File: src/rtl/bus_dma.sv
// Byte-wide memory-to-memory DMA engine with a CPU register window and bus request/grant handshake.
// Optional fill mode (repeat src_l into the destination) is compiled in when DMA_FILL_EN is defined.
module bus_dma (
    input  logic        clk_i,
    input  logic        rst_i,
    input  logic        cs_i,
    input  logic        R_W_n,
    input  logic [15:0] addr_i,
    input  logic [7:0]  data_i,
    output logic [7:0]  data_o,
    output logic        busreq_o,
    input  logic        busgnt_i,
    output logic [15:0] dma_addr_o,
    output logic        dma_R_W_n_o,
    output logic [7:0]  dma_data_o,
    input  logic [7:0]  dma_data_i,
    output logic        irq_o
);

    typedef enum logic [2:0] {IDLE, REQ, RD, LATCH, WR, DONE} state_t;

    state_t      state_q, state_d;
    logic [15:0] src_q, dst_q, len_q;
    logic [15:0] len_dec;
    logic [7:0]  buf_q;
    logic        done_q, ie_q, fill_q;
    logic [2:0]  off;
    logic        busy, wr_en, reg_wr, ctrl_wr;
    logic        start_req, set_done, clr_done;
    logic        unused_bits;

    assign off       = addr_i[2:0];
    assign busy      = (state_q != IDLE) && (state_q != DONE);
    assign wr_en     = cs_i & ~R_W_n;
    assign reg_wr    = wr_en & ~busy & (off <= 3'd5);
    assign ctrl_wr   = wr_en & (off == 3'd6);
    // DONE is not busy, but a start there must still be dropped, hence the IDLE test
    assign start_req = ctrl_wr & data_i[0] & (state_q == IDLE);
    assign clr_done  = ctrl_wr & data_i[7];
    assign len_dec   = len_q - 16'd1;
    assign set_done  = (start_req && (len_q == 16'd0)) ||
                       ((state_q == WR) && (len_dec == 16'd0));
    assign irq_o     = done_q & ie_q;

    assign unused_bits = ^{addr_i[15:3], data_i[6:2]};

`ifdef DMA_FILL_EN
    always_ff @(posedge clk_i or posedge rst_i) begin
        if (rst_i) begin
            fill_q <= 1'b0;
        end else if (ctrl_wr && !busy) begin
            fill_q <= data_i[2];
        end
    end
`else
    assign fill_q = 1'b0;
`endif

    always_ff @(posedge clk_i or posedge rst_i) begin
        if (rst_i) begin
            state_q <= IDLE;
        end else begin
            state_q <= state_d;
        end
    end

    always_ff @(posedge clk_i or posedge rst_i) begin
        if (rst_i) begin
            src_q  <= 16'h0000;
            dst_q  <= 16'h0000;
            len_q  <= 16'h0000;
            buf_q  <= 8'h00;
            done_q <= 1'b0;
            ie_q   <= 1'b0;
        end else begin
            // Pointer update and register writes are exclusive: WR is a busy state
            if (state_q == WR) begin
                src_q <= src_q + {15'd0, ~fill_q};
                dst_q <= dst_q + 16'd1;
                len_q <= len_dec;
            end else if (reg_wr) begin
                case (off)
                    3'd0:    src_q[7:0]  <= data_i;
                    3'd1:    src_q[15:8] <= data_i;
                    3'd2:    dst_q[7:0]  <= data_i;
                    3'd3:    dst_q[15:8] <= data_i;
                    3'd4:    len_q[7:0]  <= data_i;
                    3'd5:    len_q[15:8] <= data_i;
                    default: ;
                endcase
            end
            if (state_q == LATCH) begin
                buf_q <= dma_data_i;
            end
            if (set_done) begin
                done_q <= 1'b1;
            end else if (clr_done) begin
                done_q <= 1'b0;
            end
            // ie is frozen during a transfer like the other configuration bits
            if (ctrl_wr && !busy) begin
                ie_q <= data_i[1];
            end
        end
    end

    always_comb begin
        state_d     = state_q;
        busreq_o    = 1'b0;
        dma_addr_o  = 16'h0000;
        dma_R_W_n_o = 1'b1;
        dma_data_o  = 8'h00;
        unique case (state_q)
            IDLE: begin
                if (start_req && (len_q != 16'd0)) begin
                    state_d = REQ;
                end
            end
            REQ: begin
                busreq_o = 1'b1;
                if (busgnt_i) begin
                    state_d = fill_q ? WR : RD;
                end
            end
            RD: begin
                busreq_o   = 1'b1;
                dma_addr_o = src_q;
                state_d    = LATCH;
            end
            LATCH: begin
                busreq_o = 1'b1;
                state_d  = WR;
            end
            WR: begin
                busreq_o    = 1'b1;
                dma_addr_o  = dst_q;
                dma_R_W_n_o = 1'b0;
                dma_data_o  = fill_q ? src_q[7:0] : buf_q;
                // Grant is only re-examined here, so a mid-byte drop never aborts a byte
                if (len_dec == 16'd0) begin
                    state_d = DONE;
                end else if (busgnt_i) begin
                    state_d = fill_q ? WR : RD;
                end else begin
                    state_d = REQ;
                end
            end
            DONE: begin
                state_d = IDLE;
            end
            default: begin
                state_d = IDLE;
            end
        endcase
    end

    always_comb begin
        data_o = 8'h00;
        if (cs_i && R_W_n) begin
            case (off)
                3'd0:    data_o = src_q[7:0];
                3'd1:    data_o = src_q[15:8];
                3'd2:    data_o = dst_q[7:0];
                3'd3:    data_o = dst_q[15:8];
                3'd4:    data_o = len_q[7:0];
                3'd5:    data_o = len_q[15:8];
                3'd6:    data_o = {ie_q, fill_q, 4'b0000, done_q, busy};
                default: data_o = 8'h00;
            endcase
        end
    end

endmodule
File: config.mk
export PLATFORM = sky130hd
export DESIGN_NAME = bus_dma
export DESIGN_NICKNAME = d
export VERILOG_FILES = /design/src/rtl/bus_dma.sv
export SDC_FILE = /design/constraint.sdc
export NUM_CORES = 1
export LEC_CHECK = 0
export CAP_MARGIN = 20
export CORE_MARGIN = 3
export CORE_UTILIZATION = 40
export DETAILED_ROUTE_END_ITERATION = 10
export PLACE_DENSITY_LB_ADDON = 0.2
export SKIP_CTS_REPAIR_TIMING = 1
export SYNTH_ARGS = -nofsm -noshare
export SYNTH_HDL_FRONTEND = slang
export SYNTH_SLANG_ARGS = --single-unit
File: constraint.sdc
create_clock -name clk_i -period 5.22 [get_ports clk_i]
set_clock_uncertainty 0.15 [all_clocks]
set_input_delay 0.522 -clock clk_i [delete_from_list [all_inputs] [get_ports clk_i]]
set_output_delay 0.522 -clock clk_i [all_outputs]
set_load 0.01 [all_outputs]
==> metrics.txt <==
TritonRoute pass-1 iters=5; # diodes=0; starting density of the core=0.4139; Synth Area per Inst=8.572 µm²; Simple-Gate Fraction of Synth Area=0.2513; # DRC=0; CP required=4550 ps; register area=1526 µm²; vias=4244; origin of the critical flop-to-flop path=state_q[2]; DRT iter0 DRCs=441; Synth Area in XOR/XNOR=0.01045; worst reg-to-reg path cell count=6; RSZ-0062 raised after global routing=no; clock latency on the worst-skew pair=340 ps; Ports=72; final worst path period share=0.7271; post-route insts no fill=687; worst hold start=buf_q[2]; Max clock buf depth=2; Yosys reg bits=61; met2 WL post-DR=6.155 mm; WL met3=1.081 mm; Synth Area in Compound Gates=0.2432; Final setup viols=0; WL per Instance=20.29 µm; largest family of logic cells by synthesized area=simple AND/OR/NAND/NOR gates; Layout area overhead=18.86%; leak pwr=0.001961 µW; hold depth=1; ANT nets after route=0; Synth async-reset ratio=1.000; max-cap violations=0; GPL Wtd Cong=0.9687; Unique masters post-synth=63; clock buffer count from CTS=9; ys flop type=dfrtp_1; worst hold slack=349.0 ps; via density per instance=6.178; DP HPWL=9.575 mm; Peak VDD IR=0.1797 mV; Reg clk slew, reported paths=70 ps; Hold Path End=buf_q[2]; CTS sink cnt=61; Final Total Pwr=2444 µW; fin crit period=3796 ps; upper clock frequency limit=263.5 MHz; die area=12060 µm²; Site Rows=37; die height=109.8 µm; Post-Syn Instances=503; CTS tree=yes; top sig layer=met4; final core occ=0.4920; max-slew violations=0; area of the multi-input gates=2576 µm²; vias in the first global route=3887; Worst R2R End=src_q[13]; # fillers=976; Post-Route WL=13.94 mm; Core ar.=10420 µm²; share of post-route cells with drive strength above 1=0.09982; htree depth=3; most common cell after layout, fill and taps aside=dfrtp_1; Pwr Density=476.8 nW/µm²; crit path DAT=3120 ps; Final Hold Viols=0; EDFF count, synth=0; crit start category=primary input; Max transition margin=0.3654; register area share after synthesis=0.3540; Syn Nets=544; worst hold path type=flop to flop; pin count of the biggest net entering global routing=62; post-synthesis adder-cell area fraction=0.01161; fin nets=588; multiplexer share of the synthesized area=0.08096; antenna violations before repair=0; Cells after DPL=672; most frequent cells in the layout=61 x dfrtp_1, 58 x clkdlybuf4s50_1, 54 x nand2_1, 53 x nor2_1, 38 x a21oi_1; TNS Setup=0 ps; Root Buffer=clkbuf_8; crit path kind=primary input to primary output; synthesized area=4312 µm²; GRT overflow=0; first-pass GRT wire length=21.67 mm; run status=complete, no violations; IO Port Bufs=58; Reg2Reg Setup Slack=2380 ps; Chip Width=109.8 µm; Synth warnings=0; DRT met1 WL=6.393 mm; Global Route Usage Sum=0.2379; worst slew pin tran=948.9 ps; Crit. End Element=primary output; CP Max Fanout=24
-- final cells by class --
class                      count  share of cell area
sequential                    61              0.2979
clock inverter                 1           0.0009766
multi-input combinational    396              0.5027
inverter                      17             0.01245
clock buffer                  14             0.03369
timing repair buffer          62              0.1191
tap                          136             0.03320
-- metrics by stage --
stage | worst slack, ps | instance area (µm²)
2_1_floorplan | 2846 | 4312
3_3_place_gp | 1428 | 4947
3_5_place_dp | 1425 | 4947
4_1_cts | 1423 | 5125
5_1_grt | 1266 | 5125
6_report | 1424 | 5125
-- synth_stat cells (8+ instances only) --
master    instances  area share
dfrtp_1          61        0.35
nand2_1          54       0.047
nor2_1           53       0.046
a21oi_1          38       0.044
o21ai_0          31       0.036
nand3_1          18       0.021
and2_1           16       0.023
inv_1            15       0.013
mux2_2           15       0.039
nor3_1           15       0.017
clkbuf_1         14       0.012
a22o_1           12       0.024
and3_1           10       0.015
a211oi_1          9       0.016
a311oi_1          9       0.018
mux2i_1           9       0.021
o32ai_1           9       0.018
a22oi_1           8       0.014
nand4_1           8       0.012
-- kinds of logic after synthesis --
family,Yosys count
AO/OA/AOI/OAI,154
flip-flops,61
XOR/XNOR,3
AND/OR/NAND/NOR,207
multiplexers,28
buffers and inverters,46
adder cells (fa/ha/maj),4
-- registers in the layout, indices dropped and copies added, names as in the netlist --
signal / flops
len_q: 16
src_q: 16
dst_q: 16
state_q: 3
buf_q: 8
done_q: 1
ie_q: 1
-- layer usage --
metal / track usage / up-vias
met2: 0.3453 / 182
met1: 0.3492 / 2056
li1: - / 1984
met4: 0.07658 / 0
met5: 0 / -
met3: 0.05285 / 22
-- worst max-delay path: stages --
cell and delay, ps:
clkdlybuf4s50_1 1090, nand2_1 150, o211ai_1 640, a211oi_1 160, clkdlybuf4s50_1 540
-- how the worst max path moves through the flow --
stage,start,cells after the start,endpoint
after CTS,addr_i[1],5,data_o[0]
after global routing,addr_i[1],5,data_o[0]
after global placement,addr_i[1],5,data_o[0]
final,addr_i[1],5,data_o[0]
after floorplan,addr_i[1],5,data_o[7]
after detailed placement,addr_i[1],5,data_o[0]
-- where the power goes --
| group | switching (µW) | total, µW | internal (µW) |
|---|---|---|---|
| clock | 189 | 398 | 209 |
| sequential | 358 | 1030 | 677 |
| combinational | 499 | 1010 | 513 |
Note: power is estimated with default switching activity, not from simulation.
